<file path="config.mk">
export PLATFORM = sky130hd
export DESIGN_NAME = game_flow_ctrl
export DESIGN_NICKNAME = d
export VERILOG_FILES = /design/src/rtl/game_flow_ctrl_pkg.sv /design/src/rtl/game_flow_ctrl_tick.sv /design/src/rtl/game_flow_ctrl.sv
export SDC_FILE = /design/constraint.sdc
export NUM_CORES = 1
export LEC_CHECK = 0
export BUFFER_PORTS_ARGS = -buffer_cell sky130_fd_sc_hd__buf_2
export CORE_MARGIN = 4
export CORE_UTILIZATION = 50
export CTS_CLUSTER_SIZE = 30
export DETAILED_ROUTE_END_ITERATION = 10
export PLACE_DENSITY = 0.84
export SLEW_MARGIN = 10
export SYNTH_ARGS = -nofsm -noshare
export SYNTH_HDL_FRONTEND = slang
export SYNTH_SLANG_ARGS = --single-unit
</file>
<file path="constraint.sdc">
create_clock -name clk -period 2.3 [get_ports clk]
set_input_delay 0.46 -clock clk [delete_from_list [all_inputs] [get_ports clk]]
set_output_delay 0.46 -clock clk [all_outputs]
set_load 0.005 [all_outputs]
</file>
<file path="src/rtl/game_flow_ctrl_pkg.sv">
// Shared state encodings and counter width
// for the coin catcher game flow sequencer.
package game_flow_ctrl_pkg;

  localparam int CNT_W = 4;

  typedef enum logic [1:0] {
    ST_IDLE  = 2'd0,
    ST_READY = 2'd1,
    ST_PLAY  = 2'd2,
    ST_OVER  = 2'd3
  } state_t;

endpackage

</file>
<file path="src/rtl/game_flow_ctrl_tick.sv">
// Loadable down-counter stepped by a tick
// enable, flagging when it sits at one.
module tick_counter
  import game_flow_ctrl_pkg::*;
(
  input  logic             clk,
  input  logic             reset,
  input  logic             load,
  input  logic [CNT_W-1:0] load_val,
  input  logic             tick,
  output logic [CNT_W-1:0] count,
  output logic             is_one
);

  logic [CNT_W-1:0] cnt_q;

  always_ff @(posedge clk) begin
    if (!reset) begin
      cnt_q <= '0;
    end else if (load) begin
      cnt_q <= load_val;
    end else if (tick && cnt_q != '0) begin
      cnt_q <= cnt_q - 1'b1;
    end
  end

  assign count  = cnt_q;
  assign is_one = (cnt_q == CNT_W'(1));

endmodule

</file>
<file path="src/rtl/game_flow_ctrl.sv">
// Game phase sequencer: idle, countdown,
// play and game-over, plus session high score.
module game_flow_ctrl
  import game_flow_ctrl_pkg::*;
#(
  parameter int READY_TICKS = 3,
  parameter int OVER_HOLD   = 5
) (
  input  logic       clk,
  input  logic       reset,
  input  logic       tick_1hz,
  input  logic       btn_start,
  input  logic       time_up,
  input  logic [7:0] score,
  output logic [1:0] state,
  output logic [3:0] ready_count,
  output logic       game_en,
  output logic       timer_en,
  output logic       timer_load,
  output logic       core_clear,
  output logic [7:0] high_score,
  output logic       new_record
);

  state_t     state_q, state_d;
  logic       start_q;
  logic       en_q, en_d;
  logic       pulse_q, pulse_d;
  logic [7:0] high_q, high_d;
  logic       rec_q, rec_d;

  logic       rdy_load, rdy_tick, rdy_one;
  logic       hold_load, hold_tick, hold_one;
  logic [CNT_W-1:0] rdy_cnt, hold_cnt;

  logic start_rise;
  assign start_rise = btn_start & ~start_q;

  assign rdy_tick  = tick_1hz
                   & (state_q == ST_READY);
  // start in OVER reloads READY; hold stays put
  assign hold_tick = tick_1hz
                   & (state_q == ST_OVER)
                   & ~start_rise
                   & (hold_cnt != '0);

  tick_counter u_ready_cnt (
    .clk      (clk),
    .reset    (reset),
    .load     (rdy_load),
    .load_val (CNT_W'(READY_TICKS)),
    .tick     (rdy_tick),
    .count    (rdy_cnt),
    .is_one   (rdy_one)
  );

  tick_counter u_hold_cnt (
    .clk      (clk),
    .reset    (reset),
    .load     (hold_load),
    .load_val (CNT_W'(OVER_HOLD)),
    .tick     (hold_tick),
    .count    (hold_cnt),
    .is_one   (hold_one)
  );

  always_comb begin
    state_d   = state_q;
    en_d      = 1'b0;
    pulse_d   = 1'b0;
    high_d    = high_q;
    rec_d     = rec_q;
    rdy_load  = 1'b0;
    hold_load = 1'b0;
    unique case (state_q)
      ST_IDLE: begin
        if (start_rise) begin
          state_d  = ST_READY;
          rdy_load = 1'b1;
          pulse_d  = 1'b1;
        end
      end
      ST_READY: begin
        if (tick_1hz && rdy_one) begin
          state_d = ST_PLAY;
          en_d    = 1'b1;
        end
      end
      ST_PLAY: begin
        en_d = 1'b1;
        if (time_up) begin
          state_d   = ST_OVER;
          en_d      = 1'b0;
          hold_load = 1'b1;
          rec_d     = (score > high_q);
          if (score > high_q) high_d = score;
        end
      end
      ST_OVER: begin
        if (start_rise) begin
          state_d  = ST_READY;
          rdy_load = 1'b1;
          pulse_d  = 1'b1;
          rec_d    = 1'b0;
        end else if (tick_1hz && hold_one) begin
          state_d = ST_IDLE;
          rec_d   = 1'b0;
        end
      end
      default: state_d = ST_IDLE;
    endcase
  end

  always_ff @(posedge clk) begin
    if (!reset) begin
      state_q <= ST_IDLE;
      start_q <= 1'b0;
      en_q    <= 1'b0;
      pulse_q <= 1'b0;
      high_q  <= '0;
      rec_q   <= 1'b0;
    end else begin
      state_q <= state_d;
      start_q <= btn_start;
      en_q    <= en_d;
      pulse_q <= pulse_d;
      high_q  <= high_d;
      rec_q   <= rec_d;
    end
  end

  assign state       = state_q;
  assign ready_count = rdy_cnt;
  assign game_en     = en_q;
  assign timer_en    = en_q;
  assign timer_load  = pulse_q;
  assign core_clear  = pulse_q;
  assign high_score  = high_q;
  assign new_record  = rec_q;

endmodule

</file>
==> Word-level counts from Yosys, hierarchy flattened <==
Cells that the tools add are included.
W data, S select, Z words.
{ "op_classes": {"mux": 21, "n_lt_le_gt_ge": 1, "bitwise_logic": 8, "n_eq_ne": 9, "reduce_logical": 16, "add_sub_neg": 2} }
{ "ops": {"columns": ["op", "n"], "rows": [
  ["$mux W2", 7],
  ["$mux W1", 9],
  ["$eq A4 B1 Y1 const B", 2],
  ["$gt A8 B8 Y1", 1],
  ["$pmux W2 S4", 1],
  ["$reduce_bool A4 Y1", 2],
  ["$sub A4 B1 Y4 const B", 2],
  ["$mux W3", 2],
  ["$reduce_and A3 Y1", 2],
  ["$reduce_bool A2 Y1", 3],
  ["$reduce_or A2 Y1", 3],
  ["$and A1 B1 Y1", 5],
  ["$eq A2 B2 Y1 const B", 2],
  ["$logic_and A1 B1 Y1", 4],
  ["$ne A2 B2 Y1 const B", 2],
  ["$pmux W1 S2", 2],
  ["$reduce_and A4 Y1", 1],
  ["$ne A3 B2 Y1 const B", 1],
  ["$not A1 Y1", 3],
  ["$eq A2 B1 Y1 const B", 1],
  ["$logic_not A2 Y1", 1],
  ["$ne A2 B1 Y1 const B", 1]
]} }
{ "totals": {"output_inout_bits": 19, "ff_bits": 22, "word_cells": 67} }

==> Logic depth before layout (Yosys ltp) <==
Gate-level depths: netlist of the first run.
{ "depth": {"word_depth": 8, "depth_mapped": 8, "mapped_depth_nobuf": 7} }

==> Hierarchy <==
Synthesis of the first run repeated with hierarchy kept, for this count alone.
{ "hier_totals": {"cells_unflattened": 181, "hier_area_um2": 1461.4} }
{ "modules_own_cells": {"columns": ["mod", "instances", "area_each_um2", "cells_each", "seq_area_each_um2"], "rows": [
  ["game_flow_ctrl", 1, 918.4, 111, 280.3],
  ["tick_counter", 2, 271.5, 35, 80.1]
]} }

==> Least setup slack after synthesis of the first run <==
OpenSTA, ideal clock, no wires.
{ "synth_timing": {"path_kind": "input port to flip-flop", "startpoint": "input score[1]", "endpoint": "register high_q[0], in the netlist high_score[0]", "arrival_time_ps": 1669, "path_buffers": 1, "setup_slack_ps": 560, "stages": 7, "path_cell_list": "ha_1 nor2b_1 o211ai_1 a21oi_1 a22oi_1 buf_2 mux2i_1"} }
{ "synth_via": {"elab_chain_cells": 2} }
{ "synth_rtl": {"columns": ["item", "line", "rtl"], "rows": [
  ["start, declared", "game_flow_ctrl.sv:14", "input logic [7:0] score,"],
  ["$gt A8 B8 Y1", "game_flow_ctrl.sv:96", "if (score > high_q) high_d = score;"],
  ["$reduce_and A3 Y1 (no source line)", null, null],
  ["end signal, assigned", "game_flow_ctrl.sv:127", "high_q <= high_d;"],
  ["end, declared", "game_flow_ctrl.sv:29", "logic [7:0] high_q, high_d;"]
]} }
Every way passes these cells.
A chain may end at the register's enable or synchronous reset.

==> Worst setup path in the final report of the first run <==
{ "layout_timing": {"startpoint": "register high_q[1], in the netlist high_score[1]", "endpoint": "register high_q[6], in the netlist high_score[6]"} }
{ "layout_via": {"elab_chain_cells": 2} }
{ "layout_rtl": {"columns": ["item", "line"], "rows": [
  ["$gt A8 B8 Y1", "game_flow_ctrl.sv:96"],
  ["$reduce_and A3 Y1 (no source line)", null]
]} }
Every way passes these cells.

==> run metrics, run 1 <==
status completed; Inserted Diodes 0; CTS tree done; post-CTS sizing 0; Starting Density 0.526; top cells by area, synth dfxtp_1, ha_1, nand2_1, mux2i_1, inv_1; synthesis warning total 0; Max Clock Freq 559 MHz; Area growth syn-to-layout 14.9%; relative slew slack 0.696; Post-Syn Instances roughly 160; Slew Limit Fails 0; clock latency on the worst-skew pair 0.32 ns; RSZ-0062 raised after global routing no; Final setup viols 0; commonest non-fill, non-tap cell in the layout buf_2; worst-path fanout max 8; clock sink count 22; placed cell area 0.00146 sq mm; Die Area 0.00349 sq mm; first-pass GRT wire length 4800 microns; setup bufs post-CTS 0; Remaining DRCs 0; setup tns final 0 ns; LEAKAGE 0.717 nW; FF+latch count, synth 22; Max-Cap Viols 0; Power Density 777 mW/mm^2; GRT Util Overall 0.179; most frequent cells in the layout buf_2, nand2_1, dfxtp_1; CP cell instances inv_1 > ha_1 > nor2b_1 > o211ai_1 > a21oi_1 > a22oi_1 > buf_4 > mux2i_1; Hold Crit Class primary input to register; DR iter-0 viols 21; Pre-antenna DRT Iters 4; Syn Nets 185; Crit Path Category register to register; PortBufs 31; Final min period between 1.5 and 2 ns; largest net degree at the start of global routing 29; HPWL after DPL 2190 microns; IO Pins 32; critical path's slowest cell dfxtp_1; Vias/cell 5.23; post-synth top area cell dfxtp_1; grt ovf 0; Worst Setup Start Kind register; clk_skew 0.00744 ns; synthesized area per cell 8.41 sq um; synthesized area around 0.0013 sq mm; CTS root buf clkbuf_4; final WL 2830 microns; final net count 215; IR drop worst, VDD around 0.54 mV; clock tree buffer depth 2; share of cells above drive strength 1 0.201; Netlist cell types 33; chip height 59.1 microns; core region area approximately 0.0025 sq mm; vias in the first global route 1,125; clk slew on worst S/H paths 0.12 ns; Std-Cell Rows 18; vias post-DR 1,120; initial antenna violation count 0; share of the synthesized area in the top cell type 0.338; Post-synth ARST share 0; final number of hold-violating endpoints 0; crit path DAT 2.04 ns; die width ~59 microns; ys flop type dfxtp_1; Num CTS Buffers 3; delay of the slowest critical-path stage roughly 0.38 ns; final period utilization 0.777; wire per inst between 10 and 15 microns; number of synthesized flops with an enable pin 0; GP Congestion 0.791; sequential element share of the synthesized area 0.338; CTS HTree Levels 1; Non-Filler Cell Area, Final 0.00150 sq mm; Post-DRT Antenna Nets 0; slew at the pin closest to its max-slew limit 0.456 ns; Worst EP required roughly 2.6 ns; Filler cells 236; Crit. End Element register; cts hold-fix bufs 0
-- cells by family after synthesis --
kind of cell               after synthesis  synth area share
buffers and inverters                   21            0.0729
muxes                                    8            0.0614
AOI/OAI and AO/OA                       28             0.131
and+or+nand+nor                         53             0.193
xor gates and xnor gates                 6            0.0403
DFF                                     22             0.338
adders and majority gates               17             0.163
-- synthesized netlist by cell type, types with 2 or more instances --
cell and number:
xor2_1 4, nor2_1 9, nand4_1 3, mux2i_1 8
clkbuf_1 3, buf_4 2, nor2b_1 3, o21ai_0 7
dfxtp_1 22, and2_1 2, a21oi_1 9, xnor2_1 2
a21boi_0 2, o211ai_1 2, o21a_1 2, nor3_1 3
ha_1 17, inv_1 14, nand2_1 26, nand2b_1 2
-- power by group --
part / switching, mW / total (mW) / internal (mW) / leakage, nW
combinational: 0.248 / 0.454 / 0.206 / 0.518
sequential: 0.0566 / 0.496 / 0.439 / 0.179
clock: 0.117 / 0.214 / 0.0969 / 0.0210
total: 0.421 / 1.16 / 0.742 / 0.717
-- sequential cells by signal, summed over array words and instances (netlist names) --
signal             cells
high_score             8
u_hold_cnt.count       4
u_ready_cnt.count      4
state                  2
core_clear             1
game_en                1
new_record             1
start_q                1
-- final timing paths --
kind                 startpoint       endpoint  slack, ns  depth (start not counted)
setup / recovery  high_score[1]  high_score[6]       0.51                          8
setup reg to reg  high_score[1]  high_score[6]       0.51                          8
hold / removal        btn_start        start_q       0.36                          2
hold reg to reg   high_score[3]  high_score[3]       0.48                          2
-- critical path, delay by kind of cell, from the launching register on --
kind                     cells  cell delay [ns]
multiplexers                 1             0.20
flip-flops                   1             0.38
adder cells (fa/ha/maj)      1             0.28
AO/OA/AOI/OAI                3             0.44
AND/OR/NAND/NOR              1             0.14
buffers and inverters        2             0.28
-- stage by stage --
| step | cells | hold WS, ns | utilization | power (mW) | worst slack (ns) |
|---|---|---|---|---|---|
| after floorplan | 155 | 0.467 | - | 0.809 | 0.560 |
| after global placement | 210 | 0.457 | 0.590 | 0.916 | 0.443 |
| after detailed placement | 210 | 0.473 | 0.590 | 0.952 | 0.383 |
| after CTS | 214 | 0.354 | 0.605 | 1.17 | 0.517 |
| after global routing | 214 | 0.372 | 0.605 | 1.26 | 0.356 |
| final | 214 | 0.358 | 0.605 | 1.16 | 0.512 |
-- layer usage --
| layer | wire (microns) | global-route usage |
|---|---|---|
| met1 | 1230 | 0.202 |
| met2 | 1440 | 0.319 |
| met5 | 0 | 0 |
| met3 | 106 | 0.0414 |
| met4 | 48 | 0.0744 |
-- final cells by class --
type                       count  area [sq um]  area share
tap                           30          37.5      0.0251
inverter                      14          52.6      0.0351
clock buffer                   4          36.3      0.0242
multi-input combinational    112           768       0.513
sequential                    22           440       0.294
timing repair buffer          32           163       0.109
(Power assumes the default switching activity.)
==> run 2, diff against run 1 <==
--- a/config.mk
+++ b/config.mk
@@ -7,10 +7,10 @@
 export LEC_CHECK = 0
 export BUFFER_PORTS_ARGS = -buffer_cell sky130_fd_sc_hd__buf_2
 export CORE_MARGIN = 4
-export CORE_UTILIZATION = 50
+export CORE_UTILIZATION = 47
 export CTS_CLUSTER_SIZE = 30
 export DETAILED_ROUTE_END_ITERATION = 10
-export PLACE_DENSITY = 0.84
+export PLACE_DENSITY = 0.82
 export SLEW_MARGIN = 10
 export SYNTH_ARGS = -nofsm -noshare
 export SYNTH_HDL_FRONTEND = slang
==> constraint.sdc (replaced) <==
create_clock -name clk -period 1.5 [get_ports clk]
set_input_delay 0.3 -clock clk [delete_from_list [all_inputs] [get_ports clk]]
set_output_delay 0.3 -clock clk [all_outputs]
set_load 0.005 [all_outputs]
==> run metrics, run 2 (same netlist as run 1, synthesis figures left out) <==
status complete, but fails checks (was completed); failing checks negative setup slack; chip height 60.7 microns (was 59.1 microns); core region area 0.00257 sq mm (was 0.00248 sq mm); Vias/cell 5.17 (was 5.23); Worst Setup Start Kind register (unchanged); Worst EP required 1.73 ns (was 2.55 ns); clk slew on worst S/H paths 0.12 ns (about the same); RSZ-0062 raised after global routing yes (was no); Seq pwr share 0.378 (was 0.426); clock sink count 22 (unchanged); critical path's slowest cell dfxtp_2 (was dfxtp_1); initial antenna violation count 0 (unchanged); register-to-register setup slack -0.21 ns (was 0.51 ns); vias in the first global route 1,193 (was 1,125); CTS tree done (unchanged); Slew Limit Fails 0 (unchanged); vias post-DR 1,221 (was 1,120); worst-path fanout max 7 (was 8); Max Clock Freq 583 MHz (was 559 MHz); clock tree buffer depth 2 (unchanged); DR iter-0 viols 44 (was 21); largest net degree at the start of global routing 29 (unchanged); Max-Cap Viols 0 (unchanged); first-pass GRT wire length 4800 microns (unchanged); CP cell instances inv_2 > ha_4 > nor2b_4 > o211ai_1 > a21oi_2 > a22oi_2 > buf_6 > mux2i_2 (was inv_1 > ha_1 > nor2b_1 > o211ai_1 > a21oi_1 > a22oi_1 > buf_4 > mux2i_1); final period utilization 1.14 (was 0.777); Crit path depth 8 (unchanged); final WL 3130 microns (was 2830 microns); crit path DAT 1.94 ns (was 2.04 ns); IR drop worst, VDD 0.954 mV (was 0.539 mV); r2r endpoint high_score[5] (was high_score[6]); Crit. End Element register (unchanged); Post-DRT Antenna Nets 0 (unchanged); Pint 1.31 mW (was 0.742 mW); max reg flops 8 (unchanged); Starting Density 0.508 (was 0.526); most frequent cells in the layout buf_2, nand2_1, buf_4 (was buf_2, nand2_1, dfxtp_1); capture point of the critical path high_score[5] (was high_score[6]); Die Area 0.00368 sq mm (was 0.00349 sq mm); slew at the pin closest to its max-slew limit 0.444 ns (was 0.456 ns); Power Density 1130 mW/mm^2 (was 777 mW/mm^2); Sw Pwr 0.735 mW (was 0.421 mW); Hold Crit Class primary input to register (unchanged); LEAKAGE 0.848 nW (was 0.717 nW); HPWL after DPL 2210 microns (was 2190 microns); Max Used Layer met4 (unchanged); reg2reg path depth 8 (unchanged); Final min period 1.71 ns (was 1.79 ns); final net count 237 (was 215); met2 wire length 1650 microns (was 1440 microns); relative slew slack 0.704 (was 0.696); PortBufs 31 (unchanged); Area growth syn-to-layout 39.2% (was 14.9%); metal3 WL 155 microns (was 106 microns); Final setup viols 8 (was 0); wire per inst 13.3 microns (was 13.2 microns); delay of the slowest critical-path stage 0.36 ns (was 0.38 ns); Combinational Power Share 0.464 (was 0.390); commonest non-fill, non-tap cell in the layout buf_2 (unchanged); final number of hold-violating endpoints 0 (unchanged); die width 60.7 microns (was 59.1 microns); worst r2r src high_score[1] (unchanged); Top delay family on crit path compound AO/OA/AOI/OAI gates (unchanged); Pre-antenna DRT Iters 4 (unchanged); Crit Path Category register to register (unchanged); Worst Path Buf+Inv 2 (unchanged); fin worst setup slack -0.214 ns (was 0.512 ns); dpl ws -0.333 ns (was 0.383 ns); Remaining DRCs 0 (unchanged); Filler cells 197 (was 236); setup tns final -1.40 ns (was 0 ns); GP Congestion 0.952 (was 0.791); met1 WL 1280 microns (was 1230 microns); clock share of power 0.158 (was 0.184); sw frac 0.360 (was 0.362); clk_skew 0.00344 ns (was 0.00744 ns); CTS root buf clkbuf_4 (unchanged); Std-Cell Rows 18 (unchanged); clock latency on the worst-skew pair 0.30 ns (was 0.32 ns); CTS HTree Levels 1 (unchanged); GRT Util Overall 0.172 (was 0.179); grt ovf 0 (unchanged); Critical Path Start high_score[1] (unchanged); IO Pins 32 (unchanged); share of cells above drive strength 1 0.442 (was 0.201); Inserted Diodes 0 (unchanged); Num CTS Buffers 3 (unchanged)
==> run 2: changes by cell type in the layout (fill, tap and decap cells not counted), sizes merged <==
cell | previous run | this run
buf | 32 | 54
==> run 2: through the flow <==
step | hold WS [ns] | utilization | total power [mW] | area [sq um] | instances
after floorplan | 0.422 | - | 1.25 | 1310 | 155
after global placement | 0.490 | 0.621 | 1.49 | 1590 | 227
after detailed placement | 0.493 | 0.621 | 1.55 | 1590 | 227
after CTS | 0.215 | 0.657 | 1.91 | 1690 | 233
after global routing | 0.220 | 0.707 | 2.20 | 1810 | 236
final | 0.232 | 0.707 | 2.04 | 1810 | 236
==> run 2: final cells by class <==
type / count / area (sq um) / share of cell area
repair buffers: 54 / 335 / 0.185
flip-flops and latches: 22 / 457 / 0.252
multi-input cells: 112 / 893 / 0.492
well taps: 30 / 37.5 / 0.0207
clock buffers: 4 / 36.3 / 0.0200
inverters: 14 / 55.1 / 0.0303
==> run 2: what timing repair did <==
action,4_1_cts,5_1_grt
pin swaps,7,14
resized for setup,13,31
endpoints found under the setup margin,11,19
setup buffers,3,4
hold buffers,0,0
==> run 2: layer usage <==
| layer | global-route usage | up-vias |
|---|---|---|
| li1 | - | 623 |
| met1 | 0.183 | 560 |
| met2 | 0.327 | 30 |
| met3 | 0.0298 | 8 |
| met4 | 0.0743 | 0 |
| met5 | 0 | - |
==> run 2: how the worst min path moves through the flow <==
stage / start / end / slack [ns] / cells after the start
floorplan: btn_start / start_q / 0.42 / 1
global placement: new_record / new_record / 0.49 / 2
detailed placement: new_record / new_record / 0.49 / 2
CTS: btn_start / start_q / 0.21 / 2
global route: score[3] / high_score[3] / 0.22 / 3
finish: btn_start / start_q / 0.23 / 2
==> run 2: power by group through the flow <==
stage | sequential (mW) | combinational [mW] | clock [mW]
after floorplan | 0.769 | 0.476 | 0
after global placement | 0.753 | 0.741 | 0
after detailed placement | 0.761 | 0.789 | 0
after CTS | 0.750 | 0.818 | 0.340
after global routing | 0.786 | 1.04 | 0.373
final | 0.772 | 0.947 | 0.323
